## src/rtl/cfg_loader.sv

```systemverilog
// cfg_loader: fetches per-layer configuration descriptors from memory,
// writes them into the compute block's config registers, and then holds
// the layer start level until the compute side reports the layer done.
//
// State table
//   state   | meaning
//   --------+--------------------------------------------------------------
//   S_IDLE  | waiting for i_go; latches base address and layer count
//   S_FETCH | 4 read cycles, word k = 0..3 of the current layer descriptor
//   S_DRAIN | one cycle that writes the last word read in S_FETCH
//   S_RUN   | o_start held high until i_layer_done
//   S_DONE  | one-cycle o_done pulse, then back to S_IDLE
//
// Ports
//   i_clk          clock, all state changes on the rising edge
//   i_rst          synchronous active-low reset
//   i_go           job start, only honoured in S_IDLE
//   i_base_addr    word address of the layer 0 descriptor
//   i_num_layers   number of layers in the job (0 = empty job)
//   i_layer_done   layer-complete pulse, only honoured in S_RUN
//   o_mem_rd_en    memory read strobe
//   o_mem_rd_addr  memory read address (wraps modulo 1024)
//   i_mem_rd_data  memory read data, valid the cycle after the strobe
//   o_cfg          config write data (read data passed straight through)
//   o_cfg_addr     config register index 0..3
//   o_cfg_wr_en    config write strobe
//   o_start        layer start level
//   o_busy         high whenever not in S_IDLE
//   o_done         one-cycle job-complete pulse
//   o_layer_idx    current layer, 0 while idle or done

module cfg_loader (
  input  logic        i_clk,
  input  logic        i_rst,
  input  logic        i_go,
  input  logic [9:0]  i_base_addr,
  input  logic [3:0]  i_num_layers,
  input  logic        i_layer_done,
  output logic        o_mem_rd_en,
  output logic [9:0]  o_mem_rd_addr,
  input  logic [15:0] i_mem_rd_data,
  output logic [15:0] o_cfg,
  output logic [1:0]  o_cfg_addr,
  output logic        o_cfg_wr_en,
  output logic        o_start,
  output logic        o_busy,
  output logic        o_done,
  output logic [3:0]  o_layer_idx
);

  typedef enum logic [2:0] {
    S_IDLE  = 3'd0,
    S_FETCH = 3'd1,
    S_DRAIN = 3'd2,
    S_RUN   = 3'd3,
    S_DONE  = 3'd4
  } state_t;

  state_t      state_q, state_d;
  logic [9:0]  base_q, base_d;
  logic [3:0]  count_q, count_d;
  logic [3:0]  layer_q, layer_d;
  logic [1:0]  k_q, k_d;

  // A read issued in S_FETCH returns its data one cycle later; these two
  // flops remember that a write is due and which config index it targets.
  logic        wr_pend_q;
  logic [1:0]  wr_k_q;

  logic [4:0]  layer_inc;
  logic [9:0]  layer_offs;

  assign layer_inc  = {1'b0, layer_q} + 5'd1;
  assign layer_offs = {4'd0, layer_q, 2'b00} + {8'd0, k_q};

  always_ff @(posedge i_clk) begin
    if (!i_rst) begin
      state_q   <= S_IDLE;
      base_q    <= '0;
      count_q   <= '0;
      layer_q   <= '0;
      k_q       <= '0;
      wr_pend_q <= 1'b0;
      wr_k_q    <= '0;
    end else begin
      state_q   <= state_d;
      base_q    <= base_d;
      count_q   <= count_d;
      layer_q   <= layer_d;
      k_q       <= k_d;
      wr_pend_q <= (state_q == S_FETCH);
      wr_k_q    <= k_q;
    end
  end

  always_comb begin
    state_d       = state_q;
    base_d        = base_q;
    count_d       = count_q;
    layer_d       = layer_q;
    k_d           = k_q;
    o_mem_rd_en   = 1'b0;
    o_mem_rd_addr = '0;
    o_start       = 1'b0;
    o_done        = 1'b0;
    o_layer_idx   = '0;

    case (state_q)
      S_IDLE: begin
        if (i_go) begin
          base_d  = i_base_addr;
          count_d = i_num_layers;
          layer_d = '0;
          k_d     = '0;
          state_d = (i_num_layers == 4'd0) ? S_DONE : S_FETCH;
        end
      end

      S_FETCH: begin
        o_mem_rd_en   = 1'b1;
        // 10-bit sum, so the descriptor address wraps modulo 1024.
        o_mem_rd_addr = base_q + layer_offs;
        o_layer_idx   = layer_q;
        k_d           = k_q + 2'd1;
        if (k_q == 2'd3) begin
          state_d = S_DRAIN;
        end
      end

      S_DRAIN: begin
        o_layer_idx = layer_q;
        state_d     = S_RUN;
      end

      S_RUN: begin
        o_start     = 1'b1;
        o_layer_idx = layer_q;
        if (i_layer_done) begin
          if (layer_inc < {1'b0, count_q}) begin
            layer_d = layer_inc[3:0];
            k_d     = '0;
            state_d = S_FETCH;
          end else begin
            state_d = S_DONE;
          end
        end
      end

      S_DONE: begin
        o_done  = 1'b1;
        state_d = S_IDLE;
      end

      default: begin
        state_d = S_IDLE;
      end
    endcase
  end

  always_comb begin
    o_cfg_wr_en = wr_pend_q;
    o_cfg_addr  = wr_pend_q ? wr_k_q : 2'd0;
    o_cfg       = wr_pend_q ? i_mem_rd_data : 16'd0;
  end

  assign o_busy = (state_q != S_IDLE);

endmodule

```

## config.mk

```make
export PLATFORM = sky130hd
export DESIGN_NAME = cfg_loader
export DESIGN_NICKNAME = d
export VERILOG_FILES = /design/src/rtl/cfg_loader.sv
export SDC_FILE = /design/constraint.sdc
export NUM_CORES = 1
export LEC_CHECK = 0
export CAP_MARGIN = 20
export CORE_ASPECT_RATIO = 1.1
export CORE_MARGIN = 4
export CORE_UTILIZATION = 30
export DETAILED_ROUTE_END_ITERATION = 6
export GPL_ROUTABILITY_DRIVEN = 0
export GPL_TIMING_DRIVEN = 1
export MAX_ROUTING_LAYER = met4
export REMOVE_ABC_BUFFERS = 1
export SLEW_MARGIN = 15
export SYNTH_ARGS = -nofsm -noshare
export SYNTH_HDL_FRONTEND = slang
export SYNTH_SLANG_ARGS = --single-unit
```

## constraint.sdc

```tcl
create_clock -name i_clk -period 4.4 [get_ports i_clk]
set_input_delay 0.88 -clock i_clk [delete_from_list [all_inputs] [get_ports i_clk]]
set_output_delay 0.88 -clock i_clk [all_outputs]
set_load 0.01 [all_outputs]
```

* Yosys cells after proc, flatten, opt, wreduce, memory -nomap -nowiden *
Cells that the tools add are included.

word-level totals
  register bits = 26
  input bits = 34
  output and inout port bits = 37

cells by class
  add/sub/neg operators = 4
  magnitude comparators = 1
  equal/unequal tests = 9
  mux-type cells = 21
  reductions and logical operators = 10

operators with widths
  kind                                                  number
  2-to-1 mux 16 bit                                     1
  2-to-1 mux 4 bit                                      4
  2-to-1 mux 3 bit                                      5
  one-hot mux 3 bit (4 select lines)                    1
  adder 10 x 7 -> 10 bit                                1
  2-to-1 mux 10 bit                                     1
  2-to-1 mux 2 bit                                      4
  one-hot mux 4 bit (2 select lines)                    1
  AND reduction 4 bit                                   2
  adder 6 x 2 -> 7 bit                                  1
  equality test 3 x 2 -> 1 bit (second input constant)  2
  inequality test 2 bit (second input constant)         3
  one-hot mux 2 bit (3 select lines)                    1
  nonzero test 3 bit                                    2
  adder 4 x 1 -> 5 bit (second input constant)          1
  < comparator 5 x 4 -> 1 bit                           1
  zero test 4 bit                                       1
  equality test 3 x 1 -> 1 bit (second input constant)  1
  equality test 3 bit (second input constant)           1
  zero test 3 bit                                       1
  2-to-1 mux 1 bit                                      3
  AND reduction 3 bit                                   1
  OR reduction 3 bit                                    1
  adder 2 x 1 -> 2 bit (second input constant)          1
  4 further kinds                                       4

* Depth between registers and ports, before layout *
  word-level depth = 5
  depth in mapped cells = 8

* Least setup slack after synthesis *
Ideal clock, no wire load.

  kind = flip-flop to output port
  start = register k_q[0]
  end = output port o_mem_rd_addr[6]
  data arrival time = 1.744 ns
  path slack = 1.776 ns
  cell stages (with the launch flop) = 9
  path through = dfxtp_1 -> ha_1 -> inv_1 -> fa_1 -> nor2b_1 -> o21ai_0 -> a21oi_1 -> nand4b_1 -> o211ai_1

on the way
  cells in the longest elaborated chain, start to end = 3

RTL lines
  item                    RTL line  RTL
  start, declared         63        logic [1:0] k_q, k_d;
  start signal, assigned  90        k_q <= k_d;
  adder 6 x 2 -> 7 bit    74        assign layer_offs = {4'd0, layer_q, 2'b00} + {8'd0, k_q};
  adder 10 x 7 -> 10 bit  122       o_mem_rd_addr = base_q + layer_offs;
  2-to-1 mux 10 bit       108       case (state_q)
  end, declared           40        output logic [9:0] o_mem_rd_addr,

Every way passes these cells.

* Final worst setup path *
Same ends and word-level chain as after synthesis.

==> impl_metrics.sql <==
INSERT INTO impl_metrics (metric_group, metric, value, unit) VALUES
('outcome', 'status', 'finished, final reports clean', ''),
('worst_setup_path', 'setup.worst_path.class', 'flop to output pin', ''),
('yosys', 'asyncSetResetFlopFracSynth', '0', '%'),
('cts', 'htreeDepth', '1', ''),
('floorplan', 'io_pins', '71', ''),
('route', 'starting_drc_count_in_detailed_routing', '100', ''),
('worst_setup_path', 'critical_path_buf_inv_count', '2', ''),
('route', 'antenna_violating_nets_post_route', '0', ''),
('sta', 'finalClockSkew', '0.00184', 'ns'),
('finish', 'antenna_cells', '0', ''),
('sta', 'timing.fmax', '274', 'MHz'),
('cts', 'post-cts-setup-buffer-count', '0', ''),
('cts', 'number_of_cts_inserted_buffers', '3', ''),
('floorplan', 'placementRows', '28', ''),
('route', 'count_of_unresolved_drc_violations_after_routing', '0', ''),
('worst_setup_path', 'cp_max_fo', '5', ''),
('pwr', 'vdd_drop_max', '0.000123', 'V'),
('finish', 'final_net_count', '337', ''),
('worst_setup_path', 'critical_path.cell_chain', 'ha_1 > inv_1 > fa_1 > nor2b_1 > o21ai_0 > a21oi_1 > nand4b_1 > o211ai_1 > clkdlybuf4s50_1', ''),
('cts', 'clk_pin_slew', '0.09', 'ns'),
('pwr', 'sequentialPowerShare', '44.4', '%'),
('sta', 'finalSetupTns', '0', 'ns'),
('global_route', 'global_route.usage.total', '14.6', '%'),
('yosys', 'yosys.area.top_type', 'sky130_fd_sc_hd__dfxtp_1', ''),
('worst_setup_path', 'slowest_delay', '0.57', 'ns'),
('global_route', 'pin_count_of_the_biggest_net_entering_global_routing', '22', ''),
('place', 'portBuffers', '70', ''),
('place', 'place_hpwl', '3730', 'um'),
('worst_setup_path', 'cp_data_required_time', '3.52', 'ns'),
('finish', 'multiInputGateArea', '1100', 'um^2'),
('yosys', 'yosys_reg_bits', '26', ''),
('sta', 'period_share', '83.0', '%'),
('global_route', 'antenna_violations_before_repair', '0', ''),
('pwr', 'cellLeakagePower', '0.965', 'nW'),
('finish', 'layout.core_utilization', '46.0', '%'),
('yosys', 'netlist.area_leader.share', '30.4', '%'),
('yosys', 'mappedNetlistArea', '1710', 'um^2'),
('global_route', 'first_global_vias', '1649', ''),
('sta', 'setup-violations-final', '0', ''),
('route', 'route.detailed.vias_per_inst', '4.78', ''),
('cts', 'clockRootBuffer', 'sky130_fd_sc_hd__clkbuf_8', ''),
('yosys', 'post_synth_num_cell_types', '46', ''),
('sta', 'final_period_minus_worst_setup_slack', '3.65', 'ns'),
('cts', 'clockBufferDepth', '2', ''),
('cts', 'postCtsResizedCells', '0', ''),
('worst_setup_path', 'delay_heaviest_family_cp', 'buffers and inverters', ''),
('pwr', 'share_of_total_power_consumed_by_net_switching', '30.4', '%'),
('finish', 'fraction_of_final_layout_cells_sized_beyond_drive_strength_1', '4.48', '%'),
('finish', 'layout.area.seq', '520', 'um^2'),
('sta', 'final.setup.worst_slack', '0.746', 'ns'),
('floorplan', 'core_area', '5470', 'um^2'),
('hold_path', 'timing.hold.worst.class', 'flop to flop', ''),
('worst_setup_path', 'cp_slowest_cell', 'sky130_fd_sc_hd__clkdlybuf4s50_1', ''),
('yosys', 'yosysSeqAreaShare', '30.4', '%'),
('yosys', 'yosys_warnings', '0', ''),
('yosys', 'syn-instance-count', '226', ''),
('pwr', 'share_comb_of_total_power', '30.1', '%'),
('global_route', 'grt-ovfl-total', '0', ''),
('floorplan', 'die_h', '87.2', 'um'),
('floorplan', 'chipWidth', '80.0', 'um'),
('yosys', 'synth_enable_flop_cells', '0', ''),
('yosys', 'yosys-top-cells-area', 'sky130_fd_sc_hd__dfxtp_1 (30%), sky130_fd_sc_hd__and2_1 (8.4%), sky130_fd_sc_hd__nand2_1 (8.3%)', ''),
('job', 'maxCapViolations', '0', ''),
('floorplan', 'design.die.area', '6980', 'um^2'),
('yosys', 'syn_area_per_cell', '7.57', 'um^2'),
('sta', 'worst_relative_slew_slack', '52.5', '%'),
('cts', 'tritoncts', 'done', ''),
('finish', 'fill_cells', '592', ''),
('floorplan', 'initial_core_util', '31.3', '%'),
('route', 'wire_per_inst', '13.2', 'um'),
('worst_setup_path', 'crit_path_start_kind', 'flop', '');
## cell type report
class                   count  area share (%)
inverters                  13            1.94
clock buffers               4            2.19
multi-input cells         177            43.6
repair buffers             70            27.8
well taps                  75            3.73
flip-flops and latches     26            20.7
## tightest hold or removal path, cell delays in order, from the launching register on
cell,delay (ns)
sky130_fd_sc_hd__dfxtp_1,0.32
sky130_fd_sc_hd__nand2_1,0.05
sky130_fd_sc_hd__a21oi_1,0.05
## kinds of logic after synthesis
kind of cell | Yosys count | synth area share, %
AOI/OAI and AO/OA | 46 | 16.8
xor gates and xnor gates | 4 | 2.05
adders and majority gates | 12 | 9.21
buffers and inverters | 23 | 5.48
DFF | 26 | 30.4
muxes | 3 | 1.83
and+or+nand+nor | 112 | 34.2
## cell usage after synthesis, types with 2 or more instances
cell type                   instances
sky130_fd_sc_hd__a211oi_1           3
sky130_fd_sc_hd__a21oi_1           20
sky130_fd_sc_hd__and2_1            23
sky130_fd_sc_hd__and3_1             4
sky130_fd_sc_hd__buf_2              3
sky130_fd_sc_hd__clkbuf_1           6
sky130_fd_sc_hd__dfxtp_1           26
sky130_fd_sc_hd__ha_1              11
sky130_fd_sc_hd__inv_1             12
sky130_fd_sc_hd__mux2i_1            2
sky130_fd_sc_hd__nand2_1           38
sky130_fd_sc_hd__nand3_1            7
sky130_fd_sc_hd__nor2_1            15
sky130_fd_sc_hd__nor2b_1            3
sky130_fd_sc_hd__nor3_1             7
sky130_fd_sc_hd__nor4_1             2
sky130_fd_sc_hd__o2111ai_1          2
sky130_fd_sc_hd__o211ai_1           4
sky130_fd_sc_hd__o21ai_0            5
sky130_fd_sc_hd__o21ai_1            2
sky130_fd_sc_hd__o31ai_1            2
sky130_fd_sc_hd__or2_2              2
sky130_fd_sc_hd__or4_1              2
sky130_fd_sc_hd__xnor2_1            2
sky130_fd_sc_hd__xor2_1             2
## cell usage in the layout, fill, tap and decap left out, types with 2 or more instances in the layout
cell type                         count
sky130_fd_sc_hd__ha_1                11
sky130_fd_sc_hd__mux2i_1              2
sky130_fd_sc_hd__o211ai_1             4
sky130_fd_sc_hd__xor2_1               2
sky130_fd_sc_hd__inv_1               12
sky130_fd_sc_hd__nor3_1               7
sky130_fd_sc_hd__or4_1                2
sky130_fd_sc_hd__nor2_1              15
sky130_fd_sc_hd__o31ai_1              2
sky130_fd_sc_hd__a21oi_1             20
sky130_fd_sc_hd__a211oi_1             3
sky130_fd_sc_hd__xnor2_1              2
sky130_fd_sc_hd__and3_1               4
sky130_fd_sc_hd__nor4_1               2
sky130_fd_sc_hd__clkdlybuf4s50_1     70
sky130_fd_sc_hd__nor2b_1              3
sky130_fd_sc_hd__o2111ai_1            2
sky130_fd_sc_hd__or2_2                2
sky130_fd_sc_hd__and2_1              23
sky130_fd_sc_hd__o21ai_1              2
sky130_fd_sc_hd__nand3_1              7
sky130_fd_sc_hd__dfxtp_1             26
sky130_fd_sc_hd__nand2_1             38
sky130_fd_sc_hd__clkbuf_8             4
sky130_fd_sc_hd__o21ai_0              5
## power by group through the flow
stage | Clock (W) | Sequential (W) | Combinational [W]
detailed placement | 0 | 0.000281 | 0.000189
finish | 0.000158 | 0.000275 | 0.000187
global route | 0.000174 | 0.000279 | 0.000208
floorplan | 0 | 0.000275 | 0.0000976
global placement | 0 | 0.000280 | 0.000189
CTS | 0.000167 | 0.000275 | 0.000190
## path summary, 6_finish.rpt
kind	from	endpoint	slack [ns]	cells past startpoint
worst max-delay path	k_q[0]$_SDFFE_PN0P_	o_mem_rd_addr[6]	0.75	9
worst min-delay path	count_q[0]$_SDFFE_PN0P_	count_q[0]$_SDFFE_PN0P_	0.46	2
worst max register to register	layer_q[0]$_SDFFE_PN0P_	layer_q[0]$_SDFFE_PN0P_	2.18	7
worst min register to register	count_q[0]$_SDFFE_PN0P_	count_q[0]$_SDFFE_PN0P_	0.46	2
## through the flow
| step | instance area, um^2 | hold slack [ns] | power (W) |
|---|---|---|---|
| floorplan | 1670 | 0.436 | 0.000373 |
| global placement | 2460 | 0.445 | 0.000469 |
| detailed placement | 2460 | 0.448 | 0.000470 |
| CTS | 2520 | 0.462 | 0.000632 |
| global route | 2520 | 0.485 | 0.000661 |
| finish | 2520 | 0.459 | 0.000620 |
## layer usage
metal	wire length, um	vias up	global-route usage [%]
li1	-	906	-
met1	2180	802	18.1
met2	2460	31	25.4
met3	145	4	1.55
met4	36	0	3.53
met5	0	-	-
## registers in the layout, summed over array words and instances, names as in the netlist
signal / cells
count_q: 4
layer_q: 4
wr_k_q: 2
state_q: 3
base_q: 10
k_q: 2
o_cfg_wr_en: 1
Note: power is estimated with default switching activity, not from simulation.
